==> src/rtl/monitor_pkg.sv <==
// Shared definitions for the result monitor: state encodings, default run symbols and a
// saturating-increment helper.
package monitor_pkg;

  typedef logic [1:0] state_t;

  localparam state_t StIdle    = 2'd0;
  localparam state_t StCheck   = 2'd1;
  localparam state_t StReport  = 2'd2;
  localparam state_t StTimeout = 2'd3;

  localparam int unsigned DefBeginSym = 32'h932;
  localparam int unsigned DefEndSym   = 32'hD5D;

  // Counters up to 32 bits wide pass through zero-extended and truncate the result back.
  function automatic logic [31:0] sat_inc(input logic [31:0] val, input logic [31:0] max_val);
    return (val >= max_val) ? max_val : val + 32'd1;
  endfunction

endpackage

==> src/rtl/result_monitor.sv <==
// Bus-watching result checker: starts on a begin-symbol store to the test port, compares each
// later distinct store against exp_data and reports errors, duration, first mismatch and timeout.
module result_monitor
  import monitor_pkg::*;
#(
  parameter int unsigned ADDR_W    = 30,
  parameter int unsigned DATA_W    = 32,
  parameter int unsigned TEST_PORT = 'h40,
  parameter int unsigned BEGIN_SYM = DefBeginSym,
  parameter int unsigned CHECK_NUM = 33,
  parameter int unsigned IDX_W     = 6,
  parameter int unsigned ERR_W     = 8,
  parameter int unsigned DUR_W     = 16,
  parameter int unsigned TIMEOUT   = 16'hFFFF
) (
  input  logic              clk,
  input  logic              rst,
  input  logic              clear,
  input  logic [ADDR_W-1:0] addr,
  input  logic [DATA_W-1:0] data,
  input  logic              wen,
  output logic [IDX_W-1:0]  exp_idx,
  input  logic [DATA_W-1:0] exp_data,
  output logic [ERR_W-1:0]  error_num,
  output logic [DUR_W-1:0]  duration,
  output logic [IDX_W-1:0]  first_err_idx,
  output logic [DATA_W-1:0] first_err_data,
  output logic              finish,
  output logic              pass,
  output logic              timed_out
);

  localparam logic [ERR_W-1:0] ErrMax = '1;
  localparam logic [DUR_W-1:0] DurMax = '1;

  state_t              state_q, state_d;
  logic                wen_q;
  logic [IDX_W-1:0]    exp_idx_q, exp_idx_d;
  logic [ERR_W-1:0]    error_num_q, error_num_d;
  logic [DUR_W-1:0]    duration_q, duration_d;
  logic [IDX_W-1:0]    first_err_idx_q, first_err_idx_d;
  logic [DATA_W-1:0]   first_err_data_q, first_err_data_d;

  logic at_port;
  logic accept;

  assign at_port = (addr == ADDR_W'(TEST_PORT));
  // A store held across DUT stall cycles is counted once, on its rising write enable.
  assign accept  = wen && !wen_q && at_port;

  always_comb begin
    state_d          = state_q;
    exp_idx_d        = exp_idx_q;
    error_num_d      = error_num_q;
    duration_d       = duration_q;
    first_err_idx_d  = first_err_idx_q;
    first_err_data_d = first_err_data_q;

    if (clear) begin
      state_d          = StIdle;
      exp_idx_d        = '0;
      error_num_d      = ErrMax;
      duration_d       = '0;
      first_err_idx_d  = '1;
      first_err_data_d = '0;
    end else begin
      case (state_q)
        StIdle: begin
          exp_idx_d   = '0;
          duration_d  = '0;
          error_num_d = ErrMax;
          if (wen && at_port && (data == DATA_W'(BEGIN_SYM))) begin
            error_num_d      = '0;
            first_err_idx_d  = '1;
            first_err_data_d = '0;
            state_d          = StCheck;
          end
        end
        StCheck: begin
          duration_d = DUR_W'(sat_inc(32'(duration_q), 32'(DurMax)));
          if (exp_idx_q == IDX_W'(CHECK_NUM)) begin
            state_d = StReport;
          end else begin
            if (accept) begin
              exp_idx_d = exp_idx_q + IDX_W'(1);
              if (data != exp_data) begin
                // error_num saturates and never wraps, so zero means no mismatch yet.
                if (error_num_q == '0) begin
                  first_err_idx_d  = exp_idx_q;
                  first_err_data_d = data;
                end
                error_num_d = ERR_W'(sat_inc(32'(error_num_q), 32'(ErrMax)));
              end
            end
            if (duration_q == DUR_W'(TIMEOUT - 1)) begin
              state_d = StTimeout;
            end
          end
        end
        default: ;
      endcase
    end
  end

  always_ff @(posedge clk or negedge rst) begin
    if (!rst) begin
      state_q          <= StIdle;
      wen_q            <= 1'b0;
      exp_idx_q        <= '0;
      error_num_q      <= ErrMax;
      duration_q       <= '0;
      first_err_idx_q  <= '1;
      first_err_data_q <= '0;
    end else begin
      state_q          <= state_d;
      wen_q            <= wen;
      exp_idx_q        <= exp_idx_d;
      error_num_q      <= error_num_d;
      duration_q       <= duration_d;
      first_err_idx_q  <= first_err_idx_d;
      first_err_data_q <= first_err_data_d;
    end
  end

  assign exp_idx        = exp_idx_q;
  assign error_num      = error_num_q;
  assign duration       = duration_q;
  assign first_err_idx  = first_err_idx_q;
  assign first_err_data = first_err_data_q;
  assign finish         = (state_q == StReport) || (state_q == StTimeout);
  assign pass           = (state_q == StReport) && (error_num_q == '0);
  assign timed_out      = (state_q == StTimeout);

endmodule

==> config.mk <==
export PLATFORM = sky130hd
export DESIGN_NAME = result_monitor
export DESIGN_NICKNAME = d
export VERILOG_FILES = /design/src/rtl/monitor_pkg.sv /design/src/rtl/result_monitor.sv
export SDC_FILE = /design/constraint.sdc
export NUM_CORES = 1
export LEC_CHECK = 0
export CORE_UTILIZATION = 48
export CTS_BUF_LIST = sky130_fd_sc_hd__clkbuf_2
export CTS_CLUSTER_SIZE = 16
export DETAILED_ROUTE_END_ITERATION = 8
export GPL_ROUTABILITY_DRIVEN = 0
export PLACE_DENSITY = 0.86
export SETUP_SLACK_MARGIN = 0.02
export SYNTH_ARGS = -nofsm -noshare
export SYNTH_HDL_FRONTEND = slang
export SYNTH_SLANG_ARGS = --single-unit
==> constraint.sdc <==
create_clock -name clk -period 3.35 [get_ports clk]
set_input_delay 0.67 -clock clk [delete_from_list [all_inputs] [get_ports clk]]
set_output_delay 0.67 -clock clk [all_outputs]
set_load 0.1 [all_outputs]
==> impl_results.md <==
* Clock latency on the worst-skew pair at 510 ps
* Cell Int Power at between 1000 and 1500 uW
* Max Transition Viols Final at 0
* Library cells used by synthesis at 43
* FMAX at 360 MHz
* CP endpoint kind: primary output
* Hold buffers post-CTS at 0
* Hold Crit Class: in -> async
* Post-synth top cells: 57 x dfrtp_1, 34 x xor2_1, 32 x o21a_1, 31 x o21ai_0, 22 x nor2_1
* Static Leak at around 0.0027 uW
* Crit path capture: pass
* Die height at about 95 um
* CTS Root Cell: clkbuf_2
* Clock Skews at between 20 and 25 ps
* Gate Count Post-Synth at ~430
* CTS clk-pin slew, worst paths at 190 ps
* EDFF count, synth at 0
* Routed Antenna Nets at 0
* Minimum clock period at 2780 ps
* Fraction of registers with async set/reset at 1.00
* CTS Sinks at 71
* Met1 usage at 0.367
* Tightest Pin Transition at between 700 and 800 ps
* CP startpoint: error_num[1]$_DFFE_PN1P_
* PwrDens at 253 nW/um^2
* RSZ-0062 raised after global routing: false
* Flop-to-flop setup slack at 850 ps
* # DRC at 0
* Clock power share at 0.271
* CP Data Required Time at ~2700 ps
* R2R Path End: first_err_data[4]$_DFFE_PN0P_
* Startpoint Class: flop
* All-Layer GR Usage at 0.289
* Synth area leaders: dfrtp_1 35%, dfstp_2 8.9%, xor2_1 7.2%, o21a_1 5.8%, a31o_1 4.2%
* WL/cell at around 18 um
* Vias in the first global route at about 4000
* Fillcell total at 652
* Hold Violations, Final at 0
* H-Tree Depth at 3
* Syn_area_per_cell at 9.66 um^2
* Final Power at 1490 uW
* Sequential element share of the synthesized area at 0.435
* # rows at 33
* Most used DFF post-synth: dfrtp_1
* Core Region at 8260 um^2
* Die ar. at around 9000 um^2
* Vias at slightly above 4000
* Synth area leader: dfrtp_1
* Crit Path Max Fanout at 6
* Max clock buf depth at 2
* Crit Path Class: reg -> out
* Logic pwr share at 0.151
* Port bufs at roughly 170
* Initial Utilization at 0.499
* Period utilization at 0.829
* Max Cap Violations at 0
* Number of vias per cell at 5.79
* Setup TNS at 0 ps
* Share of cells above drive strength 1 at 0.225
* CTS Buf Count at 9
* PostCTS Resize Cnt at 0
* R2r startpoint: error_num[1]$_DFFE_PN1P_
* Status: finished clean
* Storage element area at 1790 um^2
* VDD IR max at 0.156 mV
* Gr ovfl total at 0
* DP HPWL at about 9600 um
* Post-CTS Setup Inserts at 0
* Final setup violation count at 0
* GR Util met2 at 0.481
* Synth warnings at 0
* Count leader, synth: dfrtp_1
* Design area at 5890 um^2
* Most used routing layer: met2
* # IOs at ~170
* First-pass GRT wire length at 19700 um
* Nets at 700
* Die Width at 94.7 um
* Area of the multi-input gates at 2180 um^2
* TritonCTS clock tree: built
* Largest net degree at the start of global routing at 42
* DRT iter0 DRCs at ~130
* Syn nets at 531
* WP data arrival at 2110 ps
* Sequential power share at 0.578
* Synthesized flop and latch total at slightly above 70
* DRT Pass-1 Iters at 4
* Sw frac at 0.265
* Yosys top cell area share at 0.346
* Initial antenna violation count at 1
* WL final at 12600 um
* Post-Syn Area at ~4100 um^2
* M3 GR Usage at 0.0491
* Sw power at 394 uW
* Slew HR at 0.505
* Hold slack at 190 ps
* Placed Instance Area at 5810 um^2
* Area delta synth->final at 42.9%
* Cells on worst reg2reg path at 9
==> kinds of logic (layout without fill, tap and decap cells) <==
group / count (synthesis) / count (layout) / synth area share
fa+ha+maj: 6 / 6 / 0.0182
compound gates: 141 / 141 / 0.239
flops: 71 / 71 / 0.435
xor+xnor: 37 / 37 / 0.0786
buf+inv: 43 / 217 / 0.0437
other cells: 0 / 1 / 0
mux: 11 / 11 / 0.0279
simple gates: 118 / 118 / 0.158
==> power by group through the flow <==
stage	Combinational, uW	Clock (uW)	Sequential [uW]
after floorplan	49.4	0	875
after global placement	220	0	874
after detailed placement	223	0	874
after CTS	224	406	860
after global routing	240	439	860
final	224	404	860
==> cells in the final DEF, fill, tap and decap left out, types with 3 or more instances in the layout <==
master | Yosys | layout
a21oi_1 | 20 | 20
clkdlybuf4s50_1 | 0 | 96
xnor2_1 | 3 | 3
nor4_1 | 19 | 19
a31o_2 | 12 | 12
o21a_1 | 32 | 32
nand3_1 | 21 | 21
o31ai_1 | 7 | 7
dfrtp_1 | 57 | 57
a21o_1 | 6 | 6
nand4_1 | 5 | 5
nand2_1 | 17 | 17
nor4b_1 | 6 | 6
buf_4 | 0 | 84
nand2b_1 | 4 | 4
inv_1 | 18 | 18
ha_1 | 6 | 6
nor2_1 | 22 | 20
and3_1 | 7 | 7
o21ai_0 | 31 | 31
mux2i_1 | 7 | 7
xor2_1 | 34 | 34
nor3_1 | 5 | 5
dfstp_2 | 14 | 14
clkbuf_2 | 0 | 13
a22o_1 | 9 | 9
a31o_1 | 20 | 20
==> layer usage <==
metal  vias up  wire [um]
li1       1916          -
met3        27        859
met4         0        321
met5         -          0
met1      1986       5070
met2       164       6390
==> state kept, by name, indices dropped and copies added, names as in the netlist <==
register / count
duration: 16
error_num: 8
exp_idx: 6
first_err_data: 32
first_err_idx: 6
state_q: 2
wen_q: 1
==> stage by stage <==
stage / cells / setup WS [ps] / util
after detailed placement: 690 / 174 / 0.704
after floorplan: 427 / 314 / -
after global routing: 707 / 357 / 0.713
after CTS: 706 / 539 / 0.713
final: 707 / 573 / 0.713
after global placement: 690 / 215 / 0.704
==> layout make-up <==
cell class                 instances  area share
inverter                          18      0.0115
clock inverter                     3     0.00212
tap                              105      0.0223
sequential                        71       0.305
clock buffer                      13      0.0110
antenna                            1    0.000425
timing repair buffer             183       0.278
multi-input combinational        313       0.370
==> critical path: stages (launching register included) <==
cell	delay (ps)
dfstp_2	440
inv_1	80
ha_1	140
nor4b_1	220
nand2_1	150
nor3b_2	240
buf_4	320
==> how the worst min path moves through the flow <==
stage	to	slack, ps
floorplan	duration[0]$_DFFE_PN0P_	370
global placement	first_err_idx[2]$_DFFE_PN1P_	450
detailed placement	first_err_idx[2]$_DFFE_PN1P_	460
CTS	exp_idx[1]$_DFFE_PN0P_	200
global route	exp_idx[1]$_DFFE_PN0P_	220
finish	first_err_data[29]$_DFFE_PN0P_	190
No activity file was read; power rests on OpenSTA's default activity.
